$ cat src/rtl/tick_debouncer_pkg.sv
// Shared button-debounce types: FSM state encoding and default timing constants.
// Reused by every button consumer in the design.
package tick_debouncer_pkg;

    typedef enum logic [1:0] {
        IDLE         = 2'd0,
        PRESS_WAIT   = 2'd1,
        PRESSED      = 2'd2,
        RELEASE_WAIT = 2'd3
    } btn_state_t;

    localparam int unsigned DEF_STABLE_TICKS = 4;
    localparam int unsigned DEF_LONG_TICKS   = 100;

    function automatic logic [15:0] sat_inc16(
        input logic [15:0] val,
        input logic [15:0] lim
    );
        return (val >= lim) ? lim : val + 16'd1;
    endfunction

endpackage

$ cat src/rtl/tick_debouncer_sync.sv
// Generic 2-flop synchroniser for external pins; RST_VAL is the idle pin level.
module sync_2ff #(
    parameter logic RST_VAL = 1'b0
) (
    input  logic clk,
    input  logic rst_n,
    input  logic d,
    output logic q
);

    logic meta;

    always_ff @(posedge clk or negedge rst_n) begin
        if (!rst_n) begin
            meta <= RST_VAL;
            q    <= RST_VAL;
        end else begin
            meta <= d;
            q    <= meta;
        end
    end

endmodule

$ cat src/rtl/tick_debouncer.sv
// Tick-sampled push-button debouncer with press/release/long-press pulses.
// Long-press logic is built only when TICK_DEBOUNCER_LONG_PRESS_EN is defined.
module tick_debouncer
    import tick_debouncer_pkg::*;
#(
    parameter int unsigned STABLE_TICKS = DEF_STABLE_TICKS,
    parameter int unsigned LONG_TICKS   = DEF_LONG_TICKS,
    parameter bit          ACTIVE_LOW   = 1'b1
) (
    input  logic clk,
    input  logic rst_n,
    input  logic tick,
    input  logic btn_raw,
    output logic btn_level,
    output logic press_pulse,
    output logic release_pulse,
    output logic long_pulse
);

    if (STABLE_TICKS < 2 || STABLE_TICKS > 255) begin : g_bad_stable
        $error("tick_debouncer: STABLE_TICKS out of range 2..255");
    end
    if (LONG_TICKS <= STABLE_TICKS || LONG_TICKS > 65535) begin : g_bad_long
        $error("tick_debouncer: LONG_TICKS out of range");
    end

    localparam logic [7:0] STAB_LAST = 8'(STABLE_TICKS - 1);

    logic       sync_q;
    logic       act;
    btn_state_t state;
    logic [7:0] stab_cnt;
    logic       level_q;
    logic       press_q;
    logic       release_q;
    logic       rel_done;

    sync_2ff #(
        .RST_VAL(ACTIVE_LOW)
    ) u_sync (
        .clk  (clk),
        .rst_n(rst_n),
        .d    (btn_raw),
        .q    (sync_q)
    );

    assign act      = sync_q ^ ACTIVE_LOW;
    assign rel_done = !act && (stab_cnt == STAB_LAST);

`ifdef TICK_DEBOUNCER_LONG_PRESS_EN
    localparam logic [15:0] HOLD_MAX = 16'(LONG_TICKS);

    logic [15:0] hold_cnt;
    logic        long_q;
    logic        hold_hit;

    // True only on the increment that lands exactly on HOLD_MAX.
    assign hold_hit   = (hold_cnt == HOLD_MAX - 16'd1);
    assign long_pulse = long_q;
`else
    assign long_pulse = 1'b0;
`endif

    always_ff @(posedge clk or negedge rst_n) begin
        if (!rst_n) begin
            state     <= IDLE;
            stab_cnt  <= 8'd0;
            level_q   <= 1'b0;
            press_q   <= 1'b0;
            release_q <= 1'b0;
`ifdef TICK_DEBOUNCER_LONG_PRESS_EN
            hold_cnt  <= 16'd0;
            long_q    <= 1'b0;
`endif
        end else begin
            press_q   <= 1'b0;
            release_q <= 1'b0;
`ifdef TICK_DEBOUNCER_LONG_PRESS_EN
            long_q    <= 1'b0;
`endif
            if (tick) begin
                unique case (state)
                    IDLE: begin
                        if (act) begin
                            state    <= PRESS_WAIT;
                            stab_cnt <= 8'd1;
                        end
                    end
                    PRESS_WAIT: begin
                        if (!act) begin
                            state    <= IDLE;
                            stab_cnt <= 8'd0;
                        end else if (stab_cnt == STAB_LAST) begin
                            state    <= PRESSED;
                            stab_cnt <= 8'd0;
                            level_q  <= 1'b1;
                            press_q  <= 1'b1;
`ifdef TICK_DEBOUNCER_LONG_PRESS_EN
                            hold_cnt <= 16'd0;
`endif
                        end else begin
                            stab_cnt <= stab_cnt + 8'd1;
                        end
                    end
                    PRESSED: begin
`ifdef TICK_DEBOUNCER_LONG_PRESS_EN
                        hold_cnt <= sat_inc16(hold_cnt, HOLD_MAX);
                        long_q   <= hold_hit;
`endif
                        if (!act) begin
                            state    <= RELEASE_WAIT;
                            stab_cnt <= 8'd1;
                        end
                    end
                    RELEASE_WAIT: begin
`ifdef TICK_DEBOUNCER_LONG_PRESS_EN
                        // A coinciding release wins so pulses stay exclusive.
                        hold_cnt <= sat_inc16(hold_cnt, HOLD_MAX);
                        long_q   <= hold_hit && !rel_done;
`endif
                        if (act) begin
                            state    <= PRESSED;
                            stab_cnt <= 8'd0;
                        end else if (rel_done) begin
                            state     <= IDLE;
                            stab_cnt  <= 8'd0;
                            level_q   <= 1'b0;
                            release_q <= 1'b1;
                        end else begin
                            stab_cnt <= stab_cnt + 8'd1;
                        end
                    end
                    default: state <= IDLE;
                endcase
            end
        end
    end

    assign btn_level     = level_q;
    assign press_pulse   = press_q;
    assign release_pulse = release_q;

endmodule

$ cat config.mk
export PLATFORM = sky130hd
export DESIGN_NAME = tick_debouncer
export DESIGN_NICKNAME = d
export VERILOG_FILES = /design/src/rtl/tick_debouncer_pkg.sv /design/src/rtl/tick_debouncer_sync.sv /design/src/rtl/tick_debouncer.sv
export SDC_FILE = /design/constraint.sdc
export NUM_CORES = 1
export LEC_CHECK = 0
export CAP_MARGIN = 20
export CORE_MARGIN = 5
export CORE_UTILIZATION = 45
export DETAILED_ROUTE_END_ITERATION = 10
export DONT_BUFFER_PORTS = 1
export GPL_TIMING_DRIVEN = 0
export REMOVE_ABC_BUFFERS = 1
export SETUP_SLACK_MARGIN = 0.4
export SLEW_MARGIN = 30
export SYNTH_ARGS = -nofsm -noshare
export SYNTH_HDL_FRONTEND = slang
export SYNTH_SLANG_ARGS = --single-unit
$ cat constraint.sdc
create_clock -name clk -period 4.25 [get_ports clk]
set_input_delay 0.85 -clock clk [delete_from_list [all_inputs] [get_ports clk]]
set_output_delay 0.85 -clock clk [all_outputs]
set_load 0.05 [all_outputs]
Word level (Yosys, flattened, before mapping):

Cells that the tools add are included.

* bits in registers: 15
* bits of input ports: 4
* output and inout bits: 4
* word-level logic and storage cells: 53

* add/sub/neg operators: 1
* equal/unequal tests: 12
* mux-type cells: 27
* reductions and logical operators: 6

Operators by type and width (number)
* $mux 8: 6
* $pmux 8 s4: 1
* $mux 1: 12
* $mux 2: 6
* $add 8x1->8 const B: 1
* $eq 8x2->1 const B: 1
* $ne 2x2->1 const B: 4
* $pmux 2 s4: 1
* $reduce_and 6->1: 1
* $reduce_and 5->1: 1
* $eq 2x2->1 const B: 2
* $ne 2x1->1 const B: 2
* $ne 3x2->1 const B: 1
* $ne 3x3->1 const B: 1
* $reduce_and 3->1: 1
* $eq 2x1->1 const B: 1
* $logic_not 2->1: 1
* $pmux 1 s2: 1
* $reduce_bool 2->1: 1
* $logic_and 1x1->1: 1

Logic depth before layout (Yosys ltp):

* depth in word-level cells: 6
* mapped depth: 5
* gate-level depth less buffers: 5

Cells and area by module:

From an unflattened synthesis, not the netlist that was laid out.

* cells, all modules: 71
* area, all modules: 768.2 µm²

By module, submodules not included
* tick_debouncer: times used 1, cells each 69, area each 715.7 µm², sequential area each 325.3 µm²
* sync_2ff: times used 1, cells each 2, area each 52.6 µm², sequential area each 52.6 µm²

Least setup slack after synthesis:

Ideal clock, no wire load.

* path kind: in2reg
* start: in tick
* end: reg stab_cnt[7]
* library setup time: 0.132 ns
* arrival: 1.591 ns
* data required time: 4.118 ns
* slack: 2.527 ns
* stages: 4
* path buffers: 1
* path through: clkbuf_1 -> o21ai_1 -> a31oi_2 -> nor3_2

* word-level cells in the longest chain between the ends: 1

Ends and longest elaborated chain
* start, declared: line tick_debouncer.sv:12 `input logic tick,`
* $reduce_and 3->1 (no line)
* end signal, assigned: line tick_debouncer.sv:102 `stab_cnt <= stab_cnt + 8'd1;`
* end signal, assigned: line tick_debouncer.sv:130 `stab_cnt <= stab_cnt + 8'd1;`
* end, declared: line tick_debouncer.sv:32 `logic [7:0] stab_cnt;`

Every way passes these cells.
A chain may end at the register's enable or synchronous reset.

Final worst setup path:

* start: reg level_q (netlist: btn_level)
* end: out btn_level

RTL lines
* start, declared: line tick_debouncer.sv:33 `logic level_q;`
* start signal, assigned: line tick_debouncer.sv:68 `level_q <= 1'b0;`
* start signal, assigned: line tick_debouncer.sv:96 `level_q <= 1'b1;`
* start signal, assigned: line tick_debouncer.sv:127 `level_q <= 1'b0;`
* end, declared: line tick_debouncer.sv:14 `output logic btn_level,`

No word-level cell between the ends.

==> results.cfg <==
[run_status]
status = complete, no violations

[sta]
rsz0062_at_grt = false
whs_ns = 0.252
clock_skew_ns = 0.000621
hold_viol = 0
period_needed_ns = 1.79
fin_ws_ns = 2.46
setup_violations = 0
setup_tns_ns = 0
drv_slew = 0
fin_crit_sh_pct = 42.0
fmax_mhz = 560

[route]
drtPass1Iterations = 3
wirelength_um = 1190
viasPerCell = 5.67
route.detailed.drc = 0
ant_nets = 0
drt_iter0_drc = 4
drt-wirelength-per-cell_um = 13.7
num_vias = 493

[clocking]
cts.path.max_buffers = 2
cts.repair.resized = 0
insertion_delay_ns = 0.28
post_cts_buffers = 0
root_buffer = clkbuf_4
cts_buffers = 3
clk_pin_slew_worst_paths_ns = 0.09
cts_tree = built
cts_sinks = 15
htree_num_levels = 1
postCtsHoldBufs = 0

[critical_path]
endpoint_kind = output port
reg2reg_from = stab_cnt[0]
startpoint = btn_level
r2r_end = stab_cnt[3]
worstSetupPathType = flip-flop to output port
cp-start-kind = flip-flop
worstPathMaxFanout = 3
required_ns = 3.40
cp_num_cells = 0
reg2reg_slack_ns = 2.60
critPathArrivalTime_ns = 0.94
reg2reg_depth = 5

[die]
rows = 14
core_um2 = 1560
die_w_um = 51.1
start_util_pct = 48.6
io_pins = 8
die_area_um2 = 2610
chipHeight_um = 51.1

[pwr]
power.density_nw_per_um2 = 490
finalPower_mw = 0.386
leakagePower_nw = 0.333
ir_drop_mv = 0.298
pwr-share-comb_pct = 23.7
p_int_mw = 0.242
p_seq_share_pct = 55.4
netSwitchingPower_mw = 0.143
power.share.switching_pct = 37.2
clkPwrFrac_pct = 20.9

[synth]
ys_ff_latch = 15
ys_types = 33
syn_avg_cell_area_um2 = 10.8
seq_area_frac_synth_pct = 49.8
yosys_warnings = 0
syn_inst = 70
synthesis.area_um2 = 758

[finish]
nets = 77
antenna_cells = 0
fillCellCount = 133
final_common_cell = dfrtp_1
layout-drive-gt1-share_pct = 19.7
mostFrequentLayoutCells = dfrtp_1, nand2_1, a21oi_1, nor2_1
syn_to_final_growth_pct = 3.80

[grt]
overflow = 0
grt_util_all_layers_pct = 11.0
grt_pass1_wl_um = 2130
grt_max_degree = 16
antenna_found_initial = 0
grt_pass1_vias = 482

[placed_design]
port_buffers = 0
hpwl_um = 857
gp_congestion = 0.735
dp_worst_setup_slack_ns = 2.55

[hold_path]
hold_path.class = input pin to asynchronous set/reset pin

[flow_run]
drv_cap = 0
## kinds of logic (layout without fill, tap and decap cells)
logic type      Yosys count  count (layout)  synth area share (%)
fa+ha+maj                 1               1                  1.65
simple gates             25              25                  18.6
mux                       2               2                  2.81
flops                    15              15                  49.8
compound gates           17              17                  15.3
buf+inv                   4               5                  2.97
other cells               1               1                 0.495
xor+xnor                  5               5                  8.25
## routing by layer
metal  up-vias  wire, um  global-route usage (%)
met3         2        62                    3.78
met1       228       639                    15.2
met4         0        11                    5.38
met5         -         0                       0
li1        254         -                       -
met2         9       475                    15.0
## worst max-delay path by stage
stage                       end  slack (ns)
floorplan           stab_cnt[6]        2.60
global placement    stab_cnt[6]        2.57
detailed placement  stab_cnt[6]        2.55
CTS                   btn_level        2.45
global route          btn_level        2.41
finish                btn_level        2.46
## cell usage after synthesis
master      n  area (um2)
a31oi_2     1        12.5
o21ai_2     1        8.76
o211ai_2    1        12.5
nor4b_2     1        15.0
o211ai_1    1        7.51
ha_1        1        12.5
dfstp_2     2        52.6
xor2_1      4        35.0
clkbuf_1    1        3.75
o21ai_0     4        20.0
dfrtp_1    13         325
nor3_1      4        20.0
mux2i_1     1        10.0
xnor2_4     1        27.5
nand2_1     5        18.8
clkbuf_4    1        7.51
nand4_1     1        6.26
o21ai_1     1        5.00
nor3_2      1        10.0
o2111ai_1   1        8.76
a21oi_1     5        25.0
a21boi_0    1        7.51
and2_1      1        6.26
or3_1       1        6.26
nor2_1      5        18.8
a2bb2oi_1   1        8.76
and2_2      1        7.51
inv_1       1        3.75
nand3_1     3        15.0
buf_4       1        7.51
conb_1      1        3.75
mux2_2      1        11.3
and4_1      2        17.5
## power groups by stage
| stage | combinational (mW) | clock, mW | sequential (mW) |
|---|---|---|---|
| 3_3_place_gp | 0.0911 | 0 | 0.216 |
| 5_1_grt | 0.105 | 0.0921 | 0.221 |
| 6_report | 0.0913 | 0.0807 | 0.213 |
| 3_5_place_dp | 0.0921 | 0 | 0.217 |
| 2_1_floorplan | 0.0780 | 0 | 0.207 |
| 4_1_cts | 0.0930 | 0.0845 | 0.213 |
## through the flow
step | utilization [%] | area, um2 | std cells
after floorplan | - | 739 | 67
after global placement | 48.7 | 759 | 83
after detailed placement | 48.7 | 759 | 83
after CTS | 50.5 | 787 | 87
after global routing | 50.5 | 787 | 87
final | 50.5 | 787 | 87
## flip-flops by register name, indices dropped and copies added, names as in the netlist, named ones only
signal and count:
release_pulse 1, btn_level 1, press_pulse 1, stab_cnt 8, state 1, u_sync.q 1
u_sync.meta 1
## layout make-up
class / count / area, um2 / share of cell area [%]
flip-flops and latches: 15 / 378 / 48.0
multi-input cells: 51 / 358 / 45.5
clock buffers: 3 / 22.5 / 2.86
well taps: 16 / 20.0 / 2.54
clock inverters: 1 / 5.00 / 0.636
inverters: 1 / 3.75 / 0.477
Note: power is estimated with default switching activity, not from simulation.
